**src/rtl/bcd_disp_pkg.sv**
```systemverilog
// rtl/bcd_disp_pkg.sv - shared types, constants and helpers for the BCD display front end
package bcd_disp_pkg;

    typedef enum logic [1:0] {
        ST_IDLE  = 2'd0,
        ST_SHIFT = 2'd1,
        ST_LOAD  = 2'd2
    } state_t;

    localparam int          NUM_DIGITS = 8;
    localparam int          ACC_DIGITS = 10;
    localparam logic [31:0] BCD_SAT    = 32'h9999_9999;
    localparam logic [6:0]  SEG_BLANK  = 7'h7F;

    // Number of bits needed to count 0..value-1 (0 when value is 1).
    function automatic int clog2(input int value);
        int w;
        w = 0;
        for (int v = value - 1; v > 0; v = v >> 1) begin
            w = w + 1;
        end
        return w;
    endfunction

endpackage

```
**src/rtl/seg7_enc.sv**
```systemverilog
// rtl/seg7_enc.sv - BCD digit to active-low seven-segment encoder with blanking
module seg7_enc
    import bcd_disp_pkg::*;
(
    input  logic [3:0] digit,
    input  logic       blank,
    output logic [6:0] seg
);

    // Segment order is {g,f,e,d,c,b,a}; a zero bit lights the segment.
    always_comb begin
        seg = SEG_BLANK;
        if (!blank) begin
            case (digit)
                4'd0:    seg = 7'b1000000;
                4'd1:    seg = 7'b1111001;
                4'd2:    seg = 7'b0100100;
                4'd3:    seg = 7'b0110000;
                4'd4:    seg = 7'b0011001;
                4'd5:    seg = 7'b0010010;
                4'd6:    seg = 7'b0000010;
                4'd7:    seg = 7'b1111000;
                4'd8:    seg = 7'b0000000;
                4'd9:    seg = 7'b0010000;
                default: seg = SEG_BLANK;
            endcase
        end
    end

endmodule

```
**src/rtl/bcd_scan_ctrl.sv**
```systemverilog
// rtl/bcd_scan_ctrl.sv - double-dabble binary-to-BCD converter and 8-digit display scanner (option: BCD_BLANK_LEADING_EN)
module bcd_scan_ctrl
    import bcd_disp_pkg::*;
#(
    parameter int SCAN_DIV = 50000
) (
    input  logic        clk,
    input  logic        rst,
    input  logic        in_valid,
    output logic        in_ready,
    input  logic [31:0] in_data,
    output logic        done,
    output logic        ovf,
    output logic [31:0] bcd,
    output logic [7:0]  an,
    output logic [6:0]  seg
);

    localparam int          PW        = (clog2(SCAN_DIV) < 1) ? 1 : clog2(SCAN_DIV);
    localparam logic [PW-1:0] PRESC_MAX = PW'(SCAN_DIV - 1);
    localparam int          AW        = 4 * ACC_DIGITS;

    state_t          state_q, state_d;
    logic [31:0]     shreg_q, shreg_d;
    logic [AW-1:0]   acc_q, acc_d, adj;
    logic [4:0]      cnt_q, cnt_d;
    logic [31:0]     bcd_q, bcd_d;
    logic            ovf_q, ovf_d;
    logic            done_q, done_d;

    logic [PW-1:0]   presc_q;
    logic [2:0]      idx_q, idx_sel;
    logic [7:0]      an_q;
    logic [6:0]      seg_q, seg_d;
    logic            wrap;
    logic [3:0]      digit;
    logic            blank;

    assign in_ready = (state_q == ST_IDLE);
    assign done     = done_q;
    assign ovf      = ovf_q;
    assign bcd      = bcd_q;
    assign an       = an_q;
    assign seg      = seg_q;

    // Converter state and datapath registers.
    always_ff @(posedge clk or posedge rst) begin
        if (rst) begin
            state_q <= ST_IDLE;
            shreg_q <= '0;
            acc_q   <= '0;
            cnt_q   <= '0;
            bcd_q   <= '0;
            ovf_q   <= 1'b0;
            done_q  <= 1'b0;
        end else begin
            state_q <= state_d;
            shreg_q <= shreg_d;
            acc_q   <= acc_d;
            cnt_q   <= cnt_d;
            bcd_q   <= bcd_d;
            ovf_q   <= ovf_d;
            done_q  <= done_d;
        end
    end

    // Next-state logic: accept, add-3-then-shift for 32 cycles, then publish the result.
    always_comb begin
        state_d = state_q;
        shreg_d = shreg_q;
        acc_d   = acc_q;
        cnt_d   = cnt_q;
        bcd_d   = bcd_q;
        ovf_d   = ovf_q;
        done_d  = 1'b0;
        adj     = acc_q;
        for (int i = 0; i < ACC_DIGITS; i++) begin
            if (acc_q[4*i +: 4] >= 4'd5) begin
                adj[4*i +: 4] = acc_q[4*i +: 4] + 4'd3;
            end
        end
        case (state_q)
            ST_IDLE: begin
                if (in_valid) begin
                    shreg_d = in_data;
                    acc_d   = '0;
                    cnt_d   = 5'd31;
                    state_d = ST_SHIFT;
                end
            end
            ST_SHIFT: begin
                acc_d   = {adj[AW-2:0], shreg_q[31]};
                shreg_d = {shreg_q[30:0], 1'b0};
                if (cnt_q == 5'd0) begin
                    state_d = ST_LOAD;
                end else begin
                    cnt_d = cnt_q - 5'd1;
                end
            end
            ST_LOAD: begin
                // Anything in the two top digits does not fit the 8-digit display.
                if (acc_q[AW-1:32] != '0) begin
                    ovf_d = 1'b1;
                    bcd_d = BCD_SAT;
                end else begin
                    ovf_d = 1'b0;
                    bcd_d = acc_q[31:0];
                end
                done_d  = 1'b1;
                state_d = ST_IDLE;
            end
            default: state_d = ST_IDLE;
        endcase
    end

    // Digit about to be shown: looks one slot ahead at a wrap so an and seg move together.
    always_comb begin
        wrap    = (presc_q == PRESC_MAX);
        idx_sel = wrap ? idx_q + 3'd1 : idx_q;
        digit   = bcd_q[{idx_sel, 2'b00} +: 4];
    end

`ifdef BCD_BLANK_LEADING_EN
    // Blank a digit when it and everything above it are zero; units and saturation always show.
    always_comb begin
        blank = (idx_sel != 3'd0) && !ovf_q && ((bcd_q >> {idx_sel, 2'b00}) == 32'd0);
    end
`else
    // All digits are always shown.
    always_comb begin
        blank = 1'b0;
    end
`endif

    seg7_enc u_seg7_enc (
        .digit (digit),
        .blank (blank),
        .seg   (seg_d)
    );

    // Free-running scan: prescaler, digit index and registered display drive.
    always_ff @(posedge clk or posedge rst) begin
        if (rst) begin
            presc_q <= '0;
            idx_q   <= 3'd0;
            an_q    <= 8'hFE;
            seg_q   <= 7'b1000000;
        end else begin
            presc_q <= wrap ? '0 : presc_q + PW'(1);
            idx_q   <= idx_sel;
            an_q    <= ~(8'd1 << idx_sel);
            seg_q   <= seg_d;
        end
    end

endmodule

```
**config.mk**
```make
export PLATFORM = sky130hd
export DESIGN_NAME = bcd_scan_ctrl
export DESIGN_NICKNAME = d
export VERILOG_FILES = /design/src/rtl/bcd_disp_pkg.sv /design/src/rtl/seg7_enc.sv /design/src/rtl/bcd_scan_ctrl.sv
export SDC_FILE = /design/constraint.sdc
export NUM_CORES = 1
export LEC_CHECK = 0
export CORE_MARGIN = 4
export CORE_UTILIZATION = 51
export CTS_CLUSTER_SIZE = 28
export DETAILED_ROUTE_END_ITERATION = 12
export GPL_TIMING_DRIVEN = 1
export PLACE_DENSITY = 0.75
export SLEW_MARGIN = 15
export SYNTH_ARGS = -nofsm -noshare
export SYNTH_HDL_FRONTEND = slang
export SYNTH_HIERARCHICAL = 1
export SYNTH_SLANG_ARGS = --single-unit
```
**constraint.sdc**
```tcl
create_clock -name clk -period 5.15 [get_ports clk]
set_clock_uncertainty 0.05 [all_clocks]
set_input_delay 1.03 -clock clk [delete_from_list [all_inputs] [get_ports clk]]
set_output_delay 1.03 -clock clk [all_outputs]
set_load 0.02 [all_outputs]
```
### Word-level counts from Yosys, hierarchy flattened

Memories as Yosys holds them, arrays and structs flattened. A register that Yosys moved wholly into a read port is not among the register bits.
Index checks and enable logic that the tools add are counted.

| word-level totals | value |
|---|---|
| bits in read-only memories | 112 |
| logic and storage cells | 75 |
| memories | 1 |
| output and inout bits | 50 |
| input bits | 35 |
| register bits | 140 |

| cells by class | value |
|---|---|
| bitwise gates (word level) | 1 |
| $lt $le $gt $ge | 10 |
| reduce and logical (&&, ||, !) cells | 7 |
| shift operators | 2 |
| mux-type cells | 25 |
| add/subtract/negate cells | 13 |
| equal/unequal tests | 6 |

Memories:

| memory | words | width | rd ports | clocked after Yosys merged registers in | write ports | line | RTL |
|---|---|---|---|---|---|---|---|
| (no name shown) | 16 | 7 | 1 | 1 | 0 | seg7_enc.sv:14 | `case (digit)` |

Operators with widths:

| operator | count |
|---|---|
| $pmux W40 S2 | 1 |
| $mux W32 | 2 |
| $pmux W32 S2 | 1 |
| $ge A4 B3 Y1 const B | 10 |
| $mux W40 | 1 |
| $add A4 B2 Y4 const B | 9 |
| $mux W4 | 9 |
| $shiftx A32 B6 Y4 | 1 |
| $add A16 B1 Y16 const B | 1 |
| $eq A16 B16 Y1 const B | 1 |
| $mux W16 | 1 |
| $mux W5 | 2 |
| $pmux W5 S2 | 1 |
| $not A8 Y8 | 1 |
| $reduce_bool A8 Y1 | 1 |
| $shl A1 B3 Y8 const A | 1 |
| $mux W3 | 2 |
| $ne A2 B2 Y1 const B | 3 |
| $logic_not A5 Y1 | 1 |
| $sub A5 B1 Y5 const B | 1 |
| $mux W2 | 2 |
| $pmux W2 S2 | 1 |
| $reduce_and A2 Y1 | 2 |
| $add A3 B1 Y3 const B | 1 |
| 7 further kinds | 8 |

### Logic depth before layout (Yosys ltp)

| depth | value |
|---|---|
| word-level depth | 4 |
| gate-level depth with buffers | 12 |
| mapped depth without buffers | 12 |

### Hierarchy

The synthesis kept the hierarchy.

Modules (own cells, without submodules):

| module | instances | area each (um^2) | sequential area each (um^2) | cells each |
|---|---|---|---|---|
| bcd_scan_ctrl | 1 | 7073.0 | 3688.5 | 740 |
| seg7_enc | 1 | 236.5 | 0.0 | 33 |

### Least setup slack after synthesis

Ideal clock, no wire load.

| timing | value |
|---|---|
| path kind | flip-flop to flip-flop |
| start point | register presc_q[7] |
| end point | register seg_q[3] (netlist: seg[3]) |
| slack | 2.057 ns |
| cell stages (with the launch flop) | 10 |
| data arrival time | 2.965 ns |
| buffers on the path | 0 |
| setup time | 0.078 ns |
| required time | 5.022 ns |
| clock period less this slack | 3.093 ns |
| cell sequence | dfrtp_1 > or4_4 > nor4_4 > mux2_2 > a2111oi_0 > a22oi_1 > inv_1 > ha_1 > nor3b_2 > a21oi_1 |

| on the way | value |
|---|---|
| cells in the longest elaborated chain, start to end | 3 |

Ends and longest elaborated chain:

| what | line | RTL |
|---|---|---|
| from (decl) | bcd_scan_ctrl.sv:31 | `logic [PW-1:0] presc_q;` |
| from (signal assigned) | bcd_scan_ctrl.sv:149 | `presc_q <= wrap ? '0 : presc_q + PW'(1);` |
| $eq A16 B16 Y1 | bcd_scan_ctrl.sv:118 | `wrap = (presc_q == PRESC_MAX);` |
| $mux W3 | bcd_scan_ctrl.sv:119 | `idx_sel = wrap ? idx_q + 3'd1 : idx_q;` |
| $shiftx A32 B6 Y4 | bcd_scan_ctrl.sv:120 | `digit = bcd_q[{idx_sel, 2'b00} +: 4];` |
| net digit[1] | bcd_scan_ctrl.sv:36 | `logic [3:0] digit;` |
| to (decl) | bcd_scan_ctrl.sv:34 | `logic [6:0] seg_q, seg_d;` |

The timed path passes the listed nets, and every way through them passes these cells.
A chain may end at the register's enable or synchronous reset.

### Worst setup path after layout

| timing | value |
|---|---|
| start point | register presc_q[7] |
| end point | register seg_q[0] (netlist: seg[0]) |

Same word-level chain as after synthesis.

==> insert_results.sql <==
INSERT INTO impl_metrics (metric_group, metric, value, unit) VALUES
('grt', 'grt_remaining_overflow', '0', ''),
('power_and_ir_drop', 'static-leakage-power', '3.797', 'nW'),
('power_and_ir_drop', 'vdd_drop_max', '345.1', 'uV'),
('floorplan', 'core-area', '13930', 'sq um'),
('floorplan', 'design.portCount', '85', ''),
('route', 'drt_wl_total', '16720', 'microns'),
('floorplan', 'core.rowCount', '43', ''),
('placement', 'place.gp.congestion', '0.9639', ''),
('critical_path', 'worstPathMaxFanout', '11', ''),
('critical_path', 'start_kind', 'register', ''),
('route', 'drt_pass1_iterations', '7', ''),
('critical_path', 'endpoint_kind', 'register', ''),
('timing', 'relSlewSlack', '24.09', '%'),
('placement', 'portBuffers', '84', ''),
('timing', 'rsz0062_at_grt', 'false', ''),
('cells_and_area', 'n_fill_cell', '1098', ''),
('cells_and_area', 'antenna_diode_count', '0', ''),
('timing', 'setup_viol_count_final', '0', ''),
('timing', 'hold_violations', '0', ''),
('clocking', 'worst_skew_pair.late_latency', '0.42', 'ns'),
('hold_path', 'worstHoldPathType', 'register to register', ''),
('route', 'detail_route.vias_per_cell', '5.682', ''),
('timing', 'final_critical_path_time_including_i_o_delays_and_setup', '3.644', 'ns'),
('grt', 'grt_util_all_layers', '21.15', '%'),
('clocking', 'buffer_depth_of_the_longest_clock_path', '2', ''),
('clocking', 'post_cts_resize_count', '0', ''),
('cells_and_area', 'area_growth', '21.55', '%'),
('cells_and_area', 'mostFrequentLayoutCell', 'sky130_fd_sc_hd__dfrtp_1', ''),
('yosys', 'synth.lib_cells_used.distinct', '53', ''),
('yosys', 'synth_warnings', '6', ''),
('yosys', 'most_frequently_used_flop_master_after_synthesis', 'sky130_fd_sc_hd__dfrtp_1', ''),
('yosys', 'ys_seq_area_share', '50.46', '%'),
('route', 'remaining_drc_errors', '0', ''),
('yosys', 'synthesis.instances', '773', ''),
('clocking', 'cts.hold.buffers_added', '0', ''),
('timing', 'final.period_utilization', '70.76', '%'),
('yosys', 'synth_enable_flop_cells', '0', ''),
('timing', 'hold-worst-slack', '0.4319', 'ns'),
('timing', 'slew_violations', '0', ''),
('yosys', 'ys_async_sr_fraction', '100.0', '%'),
('placement', 'place.detailed.hpwl', '11600', 'microns'),
('clocking', 'cts_num_sinks', '147', ''),
('yosys', 'post_synthesis_cell_area', '7310', 'sq um'),
('clocking', 'root_buffer', 'sky130_fd_sc_hd__clkbuf_16', ''),
('route', 'wl_per_cell', '16.06', 'microns'),
('grt', 'via_count_of_the_first_global_routing_pass', '5672', ''),
('critical_path', 'crit_required', '5.39', 'ns'),
('cells_and_area', 'fin_nets', '914', ''),
('yosys', 'synth_seq_cells', '147', ''),
('cells_and_area', 'most-common-layout-cells', '139 x sky130_fd_sc_hd__dfrtp_1, 128 x sky130_fd_sc_hd__nand2_1, 89 x sky130_fd_sc_hd__nor2_1, 84 x sky130_fd_sc_hd__clkdlybuf4s50_1, 40 x sky130_fd_sc_hd__a31oi_1', ''),
('floorplan', 'die_w', '127.7', 'microns'),
('floorplan', 'die_area', '16310', 'sq um'),
('job', 'drv.max_cap_violation_count', '0', ''),
('floorplan', 'initial_utilization', '52.46', '%'),
('status', 'outcome', 'completed', ''),
('clocking', 'clk_transition_reported_paths', '0.05', 'ns'),
('power_and_ir_drop', 'power.density_cell_area', '512.2', 'nW/um^2'),
('route', 'drt.antenna.violating_nets', '0', ''),
('floorplan', 'die_height', '127.7', 'microns'),
('grt', 'grt_start_max_net_pins', '93', ''),
('clocking', 'cts_setup_buffers', '0', ''),
('timing', 'worst_slew_pin_slew', '1.136', 'ns'),
('grt', 'grt_first_pass_wirelength', '27890', 'microns'),
('clocking', 'cts_buf_count', '17', ''),
('clocking', 'ctsHtreeMaxLevel', '4', ''),
('yosys', 'avgSynthCellArea', '9.456', 'sq um'),
('timing', 'max_freq', '274.4', 'MHz'),
('grt', 'antenna_found_initial', '0', ''),
('critical_path', 'timing_worst_setup_path_type', 'register to register', ''),
('route', 'drt_first_iter_violations', '516', ''),
('route', 'vias', '5915', ''),
('clocking', 'cts_tree', 'done', ''),
('cells_and_area', 'fraction_of_layout_cells_with_a_size_suffix_above_1', '7.433', '%'),
('critical_path', 'critical_path_arrival', '3.88', 'ns'),
('timing', 'finalSetupTns', '0', 'ns');
-- worst max-delay path, cell delays in order, from the launching register on --
cell and delay (ns):
sky130_fd_sc_hd__dfrtp_1 0.43, sky130_fd_sc_hd__or4_4 0.59, sky130_fd_sc_hd__nor4_4 0.53, sky130_fd_sc_hd__mux2i_1 0.52
sky130_fd_sc_hd__nand2_1 0.10, sky130_fd_sc_hd__a22oi_1 0.53, sky130_fd_sc_hd__inv_1 0.19, sky130_fd_sc_hd__ha_1 0.23
sky130_fd_sc_hd__o21ai_0 0.24, sky130_fd_sc_hd__a21oi_1 0.10
-- worst paths after layout --
path / start / to / slack [ns] / depth (start not counted)
max: presc_q[7] / seg[0] / 1.51 / 9
min: cnt_q[4] / state_q[1] / 0.43 / 1
max reg2reg: presc_q[7] / seg[0] / 1.51 / 9
min reg2reg: cnt_q[4] / state_q[1] / 0.43 / 1
max in group asynchronous: rst / an[6] / 2.99 / 3
min in group asynchronous: rst / done / 1.08 / 2
-- layer usage --
layer	routed length (microns)	global-route usage [%]	vias up
li1	-	-	2834
met1	7540	29.16	2869
met2	7900	33.63	183
met3	1006	4.542	29
met4	274	6.929	0
met5	0	0	-
-- stage by stage --
step	utilization (%)	total power, mW	area, sq um	instances	setup WS [ns]
floorplan	-	2.916	7332	779	0.1319
global placement	59.68	3.275	8317	1010	1.724
detailed placement	59.68	3.377	8317	1010	1.584
CTS	63.76	4.578	8885	1041	1.579
global route	63.76	4.877	8885	1041	1.185
finish	63.76	4.551	8885	1041	1.506
-- state kept, by name, indices dropped and copies added, names as in the netlist --
| signal | cells |
|---|---|
| idx_q | 3 |
| cnt_q | 5 |
| done | 1 |
| shreg_q | 32 |
| bcd | 32 |
| ovf | 1 |
| an | 8 |
| presc_q | 16 |
| acc_q | 40 |
| seg | 7 |
| state_q | 2 |
-- cells by family (layout without fill, tap and decap cells) --
kind of cell	after synthesis	in the layout	share of synthesized area [%]
compound gates	181	181	15.90
xor+xnor	33	33	3.954
fa+ha+maj	30	30	5.135
buf+inv	76	158	4.142
flops	147	147	50.46
mux	16	16	2.379
other cells	1	7	0.05130
simple gates	289	289	17.97
-- report_power, final --
part	total, mW	switching [mW]	internal (mW)	leakage [nW]
logic	1.59	0.921	0.670	1.74
registers	1.78	0.279	1.51	1.78
clock network	1.18	0.439	0.737	0.283
-- cell type report --
cell class                 instances  area [sq um]  share of cell area [%]
clock buffer                      27         523.0                   5.887
clock inverter                     4         45.04                  0.5070
inverter                          35         136.4                   1.535
multi-input combinational        556          3353                   37.74
sequential                       147          3689                   41.52
tap                              180         225.2                   2.535
timing repair buffer              92         913.4                   10.28
-- Yosys cell counts (all sizes together), types with 2 or more instances --
master | number | share of area, %
a21oi | 38 | 2.6
a22oi | 6 | 0.62
ha | 30 | 5.1
nor3 | 12 | 0.89
nand3 | 8 | 0.55
a221oi | 4 | 0.48
xnor2 | 21 | 2.5
inv | 33 | 1.7
clkinv | 2 | 0.10
mux2i | 8 | 1.1
o21ai | 37 | 2.5
dfstp | 8 | 2.9
a31oi | 40 | 3.4
nand4 | 4 | 0.34
xor2 | 12 | 1.4
buf | 7 | 0.60
mux2 | 8 | 1.3
nand2 | 128 | 6.6
o32ai | 4 | 0.48
nor4 | 4 | 0.63
and3 | 7 | 0.60
nand2b | 15 | 1.4
nor2b | 3 | 0.26
a32o | 11 | 1.5
or4 | 3 | 0.36
o22ai | 16 | 1.4
nor2 | 90 | 4.6
nand4bb | 2 | 0.31
dfrtp | 139 | 48
o31ai | 17 | 1.7
nor3b | 8 | 0.89
a2111oi | 6 | 0.92
clkbuf | 34 | 1.7
(Power assumes the default switching activity.)
